**config.mk**
```make
export PLATFORM = sky130hd
export DESIGN_NAME = ctrl_spi_master
export DESIGN_NICKNAME = d
export VERILOG_FILES = /design/src/rtl/ctrl_spi_pkg.sv /design/src/rtl/ctrl_spi_clkdiv.sv /design/src/rtl/ctrl_spi_master.sv
export SDC_FILE = /design/constraint.sdc
export NUM_CORES = 1
export LEC_CHECK = 0
export CORE_UTILIZATION = 40
export DETAILED_ROUTE_END_ITERATION = 16
export GPL_TIMING_DRIVEN = 1
export PLACE_DENSITY_LB_ADDON = 0.3
export SYNTH_ARGS = -nofsm -noshare
export SYNTH_HDL_FRONTEND = slang
export SYNTH_SLANG_ARGS = --single-unit
```
**constraint.sdc**
```tcl
create_clock -name clk -period 5.79 [get_ports clk]
set_clock_uncertainty 0.15 [all_clocks]
set_input_delay 1.158 -clock clk [delete_from_list [all_inputs] [get_ports clk]]
set_output_delay 1.158 -clock clk [all_outputs]
set_load 0.05 [all_outputs]
```
**src/rtl/ctrl_spi_pkg.sv**
```systemverilog
// Shared types and defaults for the control-channel SPI master.
package ctrl_spi_pkg;

    typedef enum logic [2:0] {
        CH_A16    = 3'd0,
        CH_A8     = 3'd1,
        CH_A5     = 3'd2,
        CH_A4     = 3'd3,
        CH_BLEND  = 3'd4,
        CH_DELAY  = 3'd5,
        CH_FEEDBK = 3'd6,
        CH_GAIN   = 3'd7
    } ch_idx_e;

    localparam int DEF_N_CH = 8;
    localparam int DEF_BITS = 8;

    typedef enum logic [2:0] {
        IDLE     = 3'd0,
        SETUP    = 3'd1,
        SHIFT_HI = 3'd2,
        SHIFT_LO = 3'd3,
        HOLD     = 3'd4,
        GAP      = 3'd5
    } state_e;

    // SCLK half period must be a whole, non-zero number of system clocks.
    function automatic bit half_valid(input int fclk, input int fsclk);
        int half;
        half = fclk / (2 * fsclk);
        return (half >= 1) && (half * 2 * fsclk == fclk);
    endfunction

endpackage

```
**src/rtl/ctrl_spi_clkdiv.sv**
```systemverilog
// Half-SCLK-period tick generator; clr restarts the count so the first edge lands HALF cycles later.
module ctrl_spi_clkdiv #(
    parameter int HALF = 1
) (
    input  logic clk,
    input  logic reset_n,
    input  logic clr,
    input  logic en,
    output logic tick
);

    localparam int CW = (HALF > 1) ? $clog2(HALF) : 1;
    localparam logic [CW-1:0] LAST = CW'(HALF - 1);

    logic [CW-1:0] cnt;

    always_ff @(posedge clk or negedge reset_n) begin
        if (!reset_n) begin
            cnt <= '0;
        end else if (clr || !en || cnt == LAST) begin
            cnt <= '0;
        end else begin
            cnt <= cnt + 1'b1;
        end
    end

    assign tick = en && !clr && (cnt == LAST);

endmodule

```
**src/rtl/ctrl_spi_master.sv**
```systemverilog
// Mode-0 SPI master that ships one frame of N_CH control channels to the a_ctrls receiver.
// Define CTRL_SPI_CSUM_EN to append an XOR checksum channel to every frame.
module ctrl_spi_master
    import ctrl_spi_pkg::*;
#(
    parameter int fCLK  = 50_000_000,
    parameter int fSCLK = 1_000_000,
    parameter int BITS  = DEF_BITS,
    parameter int N_CH  = DEF_N_CH
) (
    input  logic                 clk,
    input  logic                 reset_n,
    input  logic [N_CH*BITS-1:0] ch_data,
    input  logic                 go,
    output logic                 busy,
    output logic                 done,
    output logic                 CTRL_SCLK,
    output logic                 CTRL_MOSI,
    output logic                 CTRL_SS_n
);

    localparam int HALF = fCLK / (2 * fSCLK);
`ifdef CTRL_SPI_CSUM_EN
    localparam int FB = N_CH * BITS + BITS;
`else
    localparam int FB = N_CH * BITS;
`endif
    localparam int BW = $clog2(FB);

    if (!half_valid(fCLK, fSCLK)) begin : g_bad_half
        $error("ctrl_spi_master: fCLK/(2*fSCLK) must be an integer >= 1");
    end

    state_e          state, state_nxt;
    logic            accept, fall, finish, tick, last_bit, armed, gap_ph, active;
    logic [BW-1:0]   bit_cnt;
    logic [FB-1:0]   sreg, frame;

`ifdef CTRL_SPI_CSUM_EN
    logic [BITS-1:0] csum;

    always_comb begin
        csum = '0;
        for (int i = 0; i < N_CH; i++) csum = csum ^ ch_data[i*BITS +: BITS];
    end

    assign frame = {ch_data, csum};
`else
    assign frame = ch_data;
`endif

    assign last_bit = (bit_cnt == BW'(FB - 1));

    ctrl_spi_clkdiv #(.HALF(HALF)) u_clkdiv (
        .clk     (clk),
        .reset_n (reset_n),
        .clr     (accept),
        .en      (state != IDLE),
        .tick    (tick)
    );

    always_ff @(posedge clk or negedge reset_n) begin
        if (!reset_n) state <= IDLE;
        else          state <= state_nxt;
    end

    always_comb begin
        state_nxt = state;
        accept    = 1'b0;
        fall      = 1'b0;
        finish    = 1'b0;
        unique case (state)
            IDLE:     if (go && armed) begin
                          accept    = 1'b1;
                          state_nxt = SETUP;
                      end
            SETUP:    if (tick) state_nxt = SHIFT_HI;
            SHIFT_HI: if (tick) begin
                          fall      = 1'b1;
                          state_nxt = SHIFT_LO;
                      end
            SHIFT_LO: if (tick) state_nxt = last_bit ? HOLD : SHIFT_HI;
            HOLD:     if (tick) begin
                          finish    = 1'b1;
                          state_nxt = GAP;
                      end
            GAP:      if (tick && gap_ph) state_nxt = IDLE;
            default:  state_nxt = IDLE;
        endcase
    end

    assign active = state_nxt inside {SETUP, SHIFT_HI, SHIFT_LO, HOLD};

    // Bus pins are registered from the next state so they switch glitch-free with the FSM.
    always_ff @(posedge clk or negedge reset_n) begin
        if (!reset_n) begin
            armed     <= 1'b0;
            gap_ph    <= 1'b0;
            bit_cnt   <= '0;
            sreg      <= '0;
            busy      <= 1'b0;
            done      <= 1'b0;
            CTRL_SCLK <= 1'b0;
            CTRL_MOSI <= 1'b0;
            CTRL_SS_n <= 1'b1;
        end else begin
            armed     <= 1'b1;
            done      <= finish;
            busy      <= active;
            CTRL_SS_n <= !active;
            CTRL_SCLK <= (state_nxt == SHIFT_HI);

            // Zeros shift in behind the data, so MOSI is low again after the last fall.
            if (accept) begin
                sreg      <= frame;
                CTRL_MOSI <= frame[FB-1];
            end else if (fall) begin
                sreg      <= sreg << 1;
                CTRL_MOSI <= sreg[FB-2];
            end

            if (accept)                                bit_cnt <= '0;
            else if (state == SHIFT_LO && tick && !last_bit) bit_cnt <= bit_cnt + 1'b1;

            if (finish)                     gap_ph <= 1'b0;
            else if (state == GAP && tick)  gap_ph <= 1'b1;
        end
    end

endmodule
```
==> metrics.cfg <==
[timing]
max_freq_mhz = 309
worst_slack_ns = 2.56
setup_violations = 0
rsz0062_at_grt = false
hold_viol_final = 0
relSlewSlack_pct = 30.2
final.period_utilization_pct = 55.9
maxSlewViolCount = 0
timing.setup.tns_ns = 0
period_needed_ns = 3.23
worst_pin_slew_ns = 1.05

[power]
peakVddDrop_mv = 0.134
p_int_mw = 0.794
p_clk_share_pct = 37.1
power_per_cell_area_nw_per_um2 = 210
power.total_mw = 1.02
p_sw_mw = 0.230
p_seq_share_pct = 57.3
combPwrFrac_pct = 5.6
total_leakage_power_nw = 2.15
switching_share_pct = 22.5

[clock_network]
insertion_delay_ns = 0.35
clockBufferDepth = 2
numClockSinks = 84
cts_tree = done
cts_setup_buffers = 0
numCtsBuffers = 9
cts_repair_resize_count = 0
clockRootBuffer = clkbuf_8
path_clk_slew_ns = 0.08
cts_max_level = 3
holdBufCountCts = 0

[global_routing]
grt_use_total_pct = 16.8
grt_pass1_wl_um = 13500
grt_max_degree = 85
grt_pass1_vias = 2960
antenna_found_initial = 0
grt_overflow = 0

[route]
wire_per_inst_um = 13.0
drtIter0Drc = 229
vias_per_cell = 4.95
drc = 0
via_count = 3126
drtAntennaViolNets = 0
dr.pass1.iters = 5
finalWirelength_um = 8210

[die]
core_area_um2 = 9680
start_util_pct = 41.0
ios = 72
rows = 36
die_h_um = 102
die_w_um = 102
dieArea_um2 = 10300

[outcome]
outcome = finished clean

[min_path]
min_path_type = register to register

[cells_and_area]
multi_input_area_um2 = 1660
antenna_cells = 0
area.growth.synth_to_final_pct = 22.6
nets = 563
final_cell_mix = 130 x nand2_1, 83 x dfrtp_1, 70 x clkdlybuf4s50_1, 54 x nor2_1, 49 x a31oi_1
stdcell_area_um2 = 4870
num-fill-cells = 902
final-seq-area_um2 = 2100
drive_gt1_share_pct = 10.2
final_common_cell = nand2_1
fin_util_pct = 50.3

[synthesis]
ys_warn_count = 0
synth.largest_area_cell = dfrtp_1
synthArstFlopShare_pct = 100
synthCells = 438
yosysSeqAreaShare_pct = 52.9
synth_ff_type = dfrtp_1
syn_avg_cell_area_um2 = 9.07
ys_ff_latch = 84
ys_top_cells_by_area = dfrtp_1 52%, nand2_1 12%, a31oi_1 7.7%
synth_top_area_share_pct = 52.3
syn_nets = 508
synth.distinct_cells = 43
synth_edf_count = 0
netlist_area_um2 = 3970

[run]
drv_cap = 0

[worst_setup_path]
timing.rr.end = sreg[16]$_DFFE_PN0P_
cp-endpoint = sreg[16]$_DFFE_PN0P_
required_ns = 5.91
rrSetupSlack_ns = 2.97
arrival_ns = 3.35
end_kind = register
critical_path_class = input pin to register
startpoint_type = input pin
crit_start = go
crit_fanout = 60
r2r_cells = 6
r2r-start = state[0]$_DFF_PN0_

[placement]
portBuffers = 71
place_ws_ns = 2.19
dpl-instance-area_um2 = 4690
dp_hpwl_um = 5360
gp_congestion = 0.780

-- worst max-delay path, cell delays in order --
cell,delay (ns)
clkdlybuf4s50_1,0.45
nand2_1,0.13
o22ai_4,0.18
buf_4,0.50
buf_4,0.62
nor2_1,0.11
a31oi_1,0.17
-- stage by stage --
step	hold slack [ns]	std cells
after floorplan	0.304	438
after global placement	0.329	615
after detailed placement	0.340	615
after CTS	0.352	631
after global routing	0.382	631
final	0.345	631
-- power groups by stage --
stage	clock network, mW	logic, mW	registers, mW
floorplan	0	0.00107	0.598
global placement	0	0.0589	0.598
detailed placement	0	0.0587	0.598
CTS	0.395	0.0593	0.587
global route	0.415	0.0627	0.587
finish	0.380	0.0576	0.586
-- cell usage after synthesis (all sizes together), types with 2 or more instances --
library cell  instances
nand2               130
dfrtp                83
nor2b                 2
xor2                  2
nor4                  2
o21ai                12
ha                    3
or3                   5
nand3                 7
clkbuf                7
a21oi                 6
nor2                 65
nor3                  2
inv                   7
mux2i                 4
a31oi                59
buf                  24
-- metal layers --
layer,track usage [%],part of all wire [%],vias up
li1,-,-,1585
met1,22.6,48,1486
met2,26.8,48,53
met3,4.14,3.9,2
met4,5.02,0.33,0
met5,0,0,-
-- registers in the layout, summed over array words and instances (netlist names) --
| name | flops |
|---|---|
| gap_ph | 1 |
| u_clkdiv.cnt | 5 |
| done | 1 |
| bit_cnt | 6 |
| CTRL_SCLK | 1 |
| state | 3 |
| armed | 1 |
| busy | 1 |
| CTRL_SS_n | 1 |
| sreg | 63 |
| CTRL_MOSI | 1 |
-- final cells by class --
class,instances,area share [%]
flip-flops and latches,84,43.2
multi-input cells,316,34.1
repair buffers,75,15.2
well taps,133,3.42
clock buffers,11,2.90
clock inverters,5,0.770
inverters,7,0.539
-- how the worst min path moves through the flow --
stage	from	end	slack, ns	depth (start not counted)
final	u_clkdiv.cnt[0]$_DFF_PN0_	u_clkdiv.cnt[0]$_DFF_PN0_	0.34	1
after global routing	u_clkdiv.cnt[0]$_DFF_PN0_	u_clkdiv.cnt[0]$_DFF_PN0_	0.38	1
after CTS	u_clkdiv.cnt[0]$_DFF_PN0_	u_clkdiv.cnt[0]$_DFF_PN0_	0.35	1
after detailed placement	u_clkdiv.cnt[0]$_DFF_PN0_	u_clkdiv.cnt[0]$_DFF_PN0_	0.34	1
after global placement	u_clkdiv.cnt[0]$_DFF_PN0_	u_clkdiv.cnt[0]$_DFF_PN0_	0.33	1
after floorplan	u_clkdiv.cnt[0]$_DFF_PN0_	u_clkdiv.cnt[0]$_DFF_PN0_	0.30	1
-- cell families (layout without fill, tap and decap cells) --
| family | Yosys count | in the layout | synth area share, % |
|---|---|---|---|
| other | 1 | 1 | 0.0944 |
| muxes | 5 | 5 | 1.29 |
| DFF | 84 | 84 | 52.9 |
| adders and majority gates | 3 | 3 | 0.945 |
| AOI/OAI and AO/OA | 85 | 85 | 15.2 |
| xor gates and xnor gates | 3 | 3 | 0.662 |
| buffers and inverters | 38 | 98 | 5.48 |
| and+or+nand+nor | 219 | 219 | 23.4 |
Note: power is estimated with default switching activity, not from simulation.
